$ cat config.mk
export PLATFORM = sky130hd
export DESIGN_NAME = clk_div_cfg_ctrl
export DESIGN_NICKNAME = d
export VERILOG_FILES = /design/src/rtl/clk_div_cfg_ctrl.sv
export SDC_FILE = /design/constraint.sdc
export NUM_CORES = 1
export LEC_CHECK = 0
export ABC_AREA = 1
export BUFFER_PORTS_ARGS = -buffer_cell sky130_fd_sc_hd__buf_2
export CAP_MARGIN = 30
export CORE_ASPECT_RATIO = 0.7
export CORE_MARGIN = 2
export CORE_UTILIZATION = 55
export DETAILED_ROUTE_END_ITERATION = 16
export PLACE_DENSITY_LB_ADDON = 0.25
export SYNTH_ARGS = -nofsm -noshare
export SYNTH_HDL_FRONTEND = slang
export SYNTH_SLANG_ARGS = --single-unit
$ cat constraint.sdc
create_clock -name clk -period 3.39 [get_ports clk]
set_input_delay 0.339 -clock clk [delete_from_list [all_inputs] [get_ports clk]]
set_output_delay 0.339 -clock clk [all_outputs]
set_load 0.01 [all_outputs]
$ cat src/rtl/clk_div_cfg_ctrl.sv
// Runtime-configurable 50%-duty clock divider with handshake-loaded divisor.
// Divisor changes, starts and stops all take effect on output-period boundaries, so out_clk never emits a runt pulse.
module clk_div_cfg_ctrl #(
    parameter int CNT_W       = 8,
    parameter int DEFAULT_DIV = 7
) (
    input  logic             clk,
    input  logic             rst_n,
    input  logic             enable,
    input  logic             cfg_valid,
    input  logic [CNT_W-1:0] cfg_div,
    output logic             cfg_ready,
    output logic             cfg_err,
    output logic [CNT_W-1:0] cur_div,
    output logic             running,
    output logic             period_tick,
    output logic             out_clk
);

    typedef enum logic [1:0] {
        IDLE = 2'd0,
        RUN  = 2'd1,
        PEND = 2'd2
    } state_e;

    localparam logic [CNT_W-1:0] DIV_RST = CNT_W'(DEFAULT_DIV);
    localparam logic [CNT_W-1:0] ONE     = CNT_W'(1);
    localparam logic [CNT_W-1:0] TWO     = CNT_W'(2);

    state_e           state_q, state_d;
    logic [CNT_W-1:0] cnt_q, cnt_d;
    logic [CNT_W-1:0] cur_div_q, cur_div_d;
    logic [CNT_W-1:0] pend_q;
    logic             pos_q, neg_q;
    logic             cfg_ready_q, cfg_err_q, running_q, tick_q;
    logic             xfer, div_ok, boundary;

    // ceil(d/2) computed one bit wider so the maximum divisor does not wrap
    function automatic logic [CNT_W-1:0] half_up(input logic [CNT_W-1:0] d);
        logic [CNT_W:0] s;
        s = {1'b0, d} + (CNT_W + 1)'(1);
        return s[CNT_W:1];
    endfunction

    assign xfer     = cfg_valid & cfg_ready_q;
    assign div_ok   = (cfg_div >= TWO);
    assign boundary = (state_q != IDLE) && (cnt_q == cur_div_q - ONE);

    always_comb begin
        state_d   = state_q;
        cnt_d     = cnt_q;
        cur_div_d = cur_div_q;
        case (state_q)
            IDLE: begin
                cnt_d = '0;
                if (xfer && div_ok) cur_div_d = cfg_div;
                if (enable) state_d = RUN;
            end
            RUN: begin
                if (boundary) begin
                    cnt_d = '0;
                    if (!enable) begin
                        // a divisor accepted on the stop boundary is applied right away
                        state_d = IDLE;
                        if (xfer && div_ok) cur_div_d = cfg_div;
                    end else if (xfer && div_ok) begin
                        state_d = PEND;
                    end
                end else begin
                    cnt_d = cnt_q + ONE;
                    if (xfer && div_ok) state_d = PEND;
                end
            end
            PEND: begin
                if (boundary) begin
                    cnt_d     = '0;
                    cur_div_d = pend_q;
                    state_d   = enable ? RUN : IDLE;
                end else begin
                    cnt_d = cnt_q + ONE;
                end
            end
            default: state_d = IDLE;
        endcase
    end

    // Outputs are registered from next-state values so they line up with cnt_q.
    always_ff @(posedge clk or negedge rst_n) begin
        if (!rst_n) begin
            state_q     <= IDLE;
            cnt_q       <= '0;
            cur_div_q   <= DIV_RST;
            pend_q      <= '0;
            pos_q       <= 1'b0;
            tick_q      <= 1'b0;
            cfg_ready_q <= 1'b0;
            cfg_err_q   <= 1'b0;
            running_q   <= 1'b0;
        end else begin
            state_q     <= state_d;
            cnt_q       <= cnt_d;
            cur_div_q   <= cur_div_d;
            if (state_q == RUN && xfer && div_ok) pend_q <= cfg_div;
            pos_q       <= (state_d != IDLE) && (cnt_d < half_up(cur_div_d));
            tick_q      <= (state_d != IDLE) && (cnt_d == cur_div_d - ONE);
            cfg_ready_q <= (state_d != PEND);
            cfg_err_q   <= xfer & ~div_ok;
            running_q   <= (state_d != IDLE);
        end
    end

    // Half-cycle delayed copy of pos_q trims the odd-divisor high phase to div/2.
    always_ff @(negedge clk or negedge rst_n) begin
        if (!rst_n) neg_q <= 1'b0;
        else        neg_q <= pos_q;
    end

    assign out_clk     = cur_div_q[0] ? (pos_q & neg_q) : pos_q;
    assign cfg_ready   = cfg_ready_q;
    assign cfg_err     = cfg_err_q;
    assign cur_div     = cur_div_q;
    assign running     = running_q;
    assign period_tick = tick_q;

endmodule

==> results of run 1 <==
==> timing repair <==
| item | CTS | global route |
|---|---|---|
| endpoints found under the setup margin | 1 | 2 |
| gates resized for setup | 18 | 38 |
| hold endpoints to repair | 0 | 0 |
| pin swaps | 14 | 27 |
| setup buffers | 13 | 8 |
| hold buffers | 0 | 0 |
==> cells in the final DEF, fill, tap and decap left out, types with 4 or more instances in the layout <==
cell type,instances
xor2_1,14
nand3b_1,5
nand2_1,144
o21ai_0,9
nand2_2,18
nand4_1,8
buf_4,39
nand2_4,10
nand3_1,55
buf_2,24
o21ai_1,5
inv_2,10
nand3_2,9
inv_1,54
nor2_4,7
ha_1,10
a21oi_1,11
o22ai_1,6
nor2_2,11
dfrtp_1,28
clkbuf_8,7
nor2_1,28
ha_4,5
xnor2_1,4
==> metrics by stage <==
stage                     power (uW)  worst slack (ns)  setup TNS, ns  instance area [um^2]  utilization [%]
after CTS                       3830            0.0120              0                  3620             68.8
after global placement          3260            0.0906              0                  3330             63.4
after global routing            4710            -0.401         -0.736                  3830             72.8
after floorplan                 2560            0.0870              0                  3000                -
after detailed placement        3330            -0.127         -0.127                  3330             63.4
final                           4390            -0.170         -0.220                  3830             72.8
==> cell families after synthesis <==
| group | synth area share, % |
|---|---|
| multiplexers | 0.750 |
| XOR/XNOR | 5.54 |
| flip-flops | 26.8 |
| adder cells (fa/ha/maj) | 6.25 |
| AND/OR/NAND/NOR | 45.1 |
| AO/OA/AOI/OAI | 6.16 |
| buffers and inverters | 9.37 |
==> state kept, by name, indices dropped and copies added, names as in the netlist <==
signal	cells
cnt_q	8
pend_q	8
state_q	2
cfg_ready	1
period_tick	1
cur_div	8
cfg_err	1
neg_q	1
pos_q	1
running	1
==> final timing paths <==
kind                                       start               endpoint  slack, ns  depth (start not counted)
hold reg to reg            pend_q[4]$_DFFE_PN0P_  pend_q[4]$_DFFE_PN0P_       0.48                          2
setup reg to reg            cur_div[0]$_DFF_PN1_        pos_q$_DFF_PN0_      -0.17                         24
min in group clk                      cfg_div[5]  pend_q[5]$_DFFE_PN0P_       0.31                          2
setup / recovery            cur_div[0]$_DFF_PN1_        pos_q$_DFF_PN0_      -0.17                         24
hold / removal                             rst_n     cnt_q[1]$_DFF_PN0_       0.17                          2
max in group asynchronous                  rst_n        neg_q$_DFF_NN0_       1.81                          1
==> power breakdown <==
part / total, uW / switching (uW) / internal, uW
clock: 344 / 159 / 186
sequential: 702 / 162 / 540
combinational: 3340 / 2140 / 1200
==> cell type report <==
type | count | area share (%)
clock buffer | 8 | 2.61
sequential | 32 | 21.0
inverter | 67 | 6.70
multi-input combinational | 369 | 55.9
tap | 72 | 2.35
timing repair buffer | 65 | 11.4
==> per-layer routing <==
| metal | part of all wire (%) | global-route usage [%] |
|---|---|---|
| met5 | 0 | 0 |
| met4 | 4.8 | 8.21 |
| met3 | 13 | 9.12 |
| met2 | 42 | 48.3 |
| met1 | 39 | 45.0 |
==> flow_summary.json, run 1 <==
{
  "crit_fanout": 4,
  "die_width_um": 92.3,
  "clk_pin_slew_ns": 0.07,
  "ys.flop_type": "dfrtp_1",
  "fp-row-count": 22,
  "crit_buf_inv": 4,
  "cts_buffer_depth": 2,
  "setup_viol": 2,
  "crit_chain": "inv_2, ha_4, nor2_2, nor2_2, nand2_1, nor2_2, nand3_2, nor2_4, buf_4, nand3_1, nand2_1, nor2_2, nand2_4, nand2_4, inv_4, nand3_2, nor2_4, nand2_2, buf_4, xor2_1, ha_1, a21oi_2, nor2_1, nor2_1",
  "layout_setup_ws_ns": -0.170,
  "chipHeight_um": 65.8,
  "synth_top_area_share_pct": 23.3,
  "synthTopCellsByArea": "dfrtp_1 23%, nand2_1 19%, nand3_1 10%, inv_1 7.0%, ha_1 6.2%",
  "hp-class": "input port to asynchronous set/reset pin",
  "cts_tree": "yes",
  "avgRoutedWirePerCell_um": 17.4,
  "ys_ff_latch": 32,
  "place_inst": 584,
  "drtAntennaViolNets": 0,
  "yosysTopAreaCell": "dfrtp_1",
  "grt_pass1_vias": 3076,
  "outcome": "finished, violations left",
  "h-tree-depth": 2,
  "cp_data_arrival_time_ns": 3.78,
  "portBuffers": 24,
  "area_delta_synth_final_pct": 27.4,
  "violations": "negative setup slack",
  "worst_slew_pin_slew_ns": 0.696,
  "antenna_found_initial": 0,
  "yosysWarnings": 0,
  "die-area_mm2": 0.00608,
  "clkLatencyLatePin_ns": 0.29,
  "drv_cap": 0,
  "core_area_mm2": 0.00526,
  "syn_nets": 502,
  "synthesis.instances": 475,
  "grt_pass1_wl_um": 15000,
  "finalCriticalPeriod_ns": 3.56,
  "cp-start-kind": "flop",
  "drc": 0,
  "overflow": 0,
  "hpwl_um": 7080,
  "clock_sinks": 32,
  "cts_root_buf": "clkbuf_8",
  "gp_congestion": 0.920,
  "async_reset_ff_share_pct": 100,
  "max_freq_mhz": 281,
  "totalWireLength_um": 10700,
  "fin_worst_skew_ns": 0.00901,
  "syn_avg_cell_area_um2": 6.32,
  "grt_setup_unrepaired": "yes",
  "worst_ep_required_time_ns": 3.61,
  "multiInputGateArea_mm2": 0.00214,
  "start_util_pct": 57.1,
  "finalHoldViolCount": 0,
  "ir_drop_v": 0.000805,
  "p_leak_uw": 0.00201,
  "grt.total_usage_pct": 31.9,
  "yosysMostFrequentCell": "nand2_1",
  "synth_edf_count": 0,
  "grt_max_degree": 32,
  "routed_via_density": 5.87,
  "maxSlewHeadroom_pct": 53.6,
  "drt_iter0_drc": 500,
  "io_pins": 25,
  "cpLargestDelayFamily": "simple AND/OR/NAND/NOR gates",
  "regArea_um2": 805,
  "nets": 567,
  "netlist_area_mm2": 0.00300,
  "diodes": 0,
  "synth_seq_area_share_pct": 26.8,
  "stdcell_count": 613,
  "power_density_mw_per_mm2": 1150,
  "vias": 3601,
  "critical_path.max_stage_delay_ns": 0.56,
  "fillerInstances": 396,
  "drive_above_1_share_pct": 28.5,
  "first_pass_iters": 5,
  "timing.final.crit_share_pct": 105,
  "synthTopCellsByCount": "156 x nand2_1, 60 x nand3_1, 56 x inv_1",
  "hold_slack_ns": 0.167,
  "crit_top_cell": "nor2_2",
  "synthDistinctLibCells": 28,
  "crit_slowest_cell": "dfstp_2",
  "cts_buffers": 5,
  "timing.critical_path.to_type": "flop",
  "worst-setup-path-type": "flop to flop",
  "maxSlewViolCount": 0
}
Power figures use the tool's default switching activity.
==> run 2: changes to the inputs <==
- CORE_UTILIZATION: 55 -> 61
- clock period: 3.39 -> 3.8 ns (I/O delays scaled with it)
==> flow_summary.json, run 2 (same netlist as run 1, synthesis figures left out) <==
{
  "grt_pass1_vias": 2994,
  "cts_root_buf": "clkbuf_8",
  "drc": 0,
  "cp_data_arrival_time_ns": 4.00,
  "fp-row-count": 21,
  "finalHoldViolCount": 0,
  "worstSetupPathDepth": 24,
  "nets": 536,
  "hp-class": "input port to asynchronous set/reset pin",
  "timing.critical_path.to_type": "flop",
  "maxSlewHeadroom_pct": 60.9,
  "clock_sinks": 32,
  "layout_setup_ws_ns": 0.0366,
  "grt_pass1_wl_um": 14300,
  "maxSlewViolCount": 0,
  "drtAntennaViolNets": 0,
  "finalCriticalPeriod_ns": 3.76,
  "crit_fanout": 5,
  "cpLargestDelayFamily": "simple AND/OR/NAND/NOR gates",
  "vias": 3374,
  "clkLatencyLatePin_ns": 0.30,
  "portBuffers": 24,
  "io_pins": 25,
  "cts_tree": "yes",
  "outcome": "complete, no violations",
  "drv_cap": 0,
  "final_common_cell": "nand2_1",
  "routed_via_density": 5.83,
  "first_pass_iters": 8,
  "chipHeight_um": 62.7,
  "overflow": 0,
  "diodes": 0,
  "critical_path.max_stage_delay_ns": 0.57,
  "clk_pin_slew_ns": 0.08,
  "worst-r2r-cell-count": 24,
  "core_area_mm2": 0.00476,
  "h-tree-depth": 2,
  "ctsHoldBuffers": 0,
  "cts_buffers": 5,
  "worst_ep_required_time_ns": 4.03,
  "worst-setup-path-type": "flop to flop",
  "die_width_um": 87.9,
  "final_cell_mix": "154 x nand2_1, 58 x nand3_1, 55 x inv_1",
  "power_density_mw_per_mm2": 997,
  "reg2reg_from": "cur_div[0]$_DFF_PN1_",
  "setup_viol": 0,
  "die-area_mm2": 0.00551,
  "cts_buffer_depth": 2,
  "final_core_util_pct": 72.2,
  "grt_max_degree": 32,
  "drive_above_1_share_pct": 19.4,
  "totalWireLength_um": 9260,
  "drt_iter0_drc": 513,
  "avgRoutedWirePerCell_um": 16.0,
  "rr_endpoint": "pos_q$_DFF_PN0_",
  "stdcell_count": 579,
  "crit_chain": "inv_2, ha_1, nand2_1, nand2_1, nor2_1, nand2_1, nor2_2, nand3_2, nor2_4, nand3_2, nand2_4, nand2_1, nand3_2, nand2_2, inv_2, ha_4, nand2_1, nor2_2, nand3_1, nand3b_1, ha_4, a21oi_1, nand3_1, nor2_1",
  "worst_slew_pin_slew_ns": 0.586,
  "cp-start-kind": "flop",
  "rrSetupSlack_ns": 0.04,
  "endpoint": "pos_q$_DFF_PN0_",
  "critPathLaunch": "cur_div[0]$_DFF_PN1_",
  "place_inst": 565,
  "hpwl_um": 6850,
  "timing.final.crit_share_pct": 99.0,
  "crit_buf_inv": 2,
  "dp_slack_ns": 0.189,
  "crit_slowest_cell": "dfstp_2",
  "grt.total_usage_pct": 33.6,
  "fin_worst_skew_ns": 0.00884,
  "max_freq_mhz": 266,
  "hold_slack_ns": 0.168,
  "p_leak_uw": 0.00183,
  "crit_top_cell": "nand2_1",
  "gp_congestion": 0.945,
  "area_delta_synth_final_pct": 14.2,
  "ir_drop_v": 0.000765,
  "start_util_pct": 63.2,
  "antenna_found_initial": 0
}
-- run 2: cell types whose count changed in the layout (fill, tap and decap cells not counted), moves of 3 or more --
cell	delta
nand3_1	+3
nand2_4	-7
nor2_1	+7
nor2_2	-3
nand2_2	-4
nor2_4	-4
buf_4	-29
nand2_1	+10
-- run 2: power breakdown --
group	switching, uW	internal [uW]	total (uW)
Sequential	143	482	625
Clock	145	145	290
Combinational	1680	826	2510
Total	1970	1450	3420
-- run 2: cell type report --
class	instances	area (um^2)
Multi-Input combinational cell	369	2000
Clock buffer	6	82.6
Inverter	67	254
Tap cell	69	86.3
Timing Repair Buffer	34	195
Fill cell	391	1320
Clock inverter	2	10.0
Sequential cell	32	805
-- run 2: repair_timing --
item	CTS	global route
buffers inserted	0	6
gates resized for setup	0	17
endpoints found under the setup margin	0	2
endpoints found under the hold margin	0	0
-- run 2: layer usage --
metal  global-route usage, %  share of wire (%)  vias to the layer above
li1                        -                  -                     1575
met1                    51.1                 42                     1527
met2                    48.1                 42                      238
met3                    7.40                 13                       34
met4                    8.65                2.8                        0
met5                       0                  0                        -
-- run 2: worst min-delay path by stage --
stage               cells after the start  slack (ns)               endpoint
global placement                        2        0.46  pend_q[4]$_DFFE_PN0P_
detailed placement                      2        0.46  pend_q[4]$_DFFE_PN0P_
global route                            2        0.21      cfg_err$_DFF_PN0_
floorplan                               0        0.08      cfg_err$_DFF_PN0_
CTS                                     2        0.18      cfg_err$_DFF_PN0_
finish                                  2        0.17      cfg_err$_DFF_PN0_
-- run 2: through the flow --
step | instance area [um^2] | power, uW | TNS (ns)
floorplan | 3000 | 2280 | 0
global placement | 3210 | 2780 | 0
detailed placement | 3210 | 2850 | 0
CTS | 3300 | 3150 | 0
global route | 3430 | 3690 | -0.176
finish | 3430 | 3420 | 0
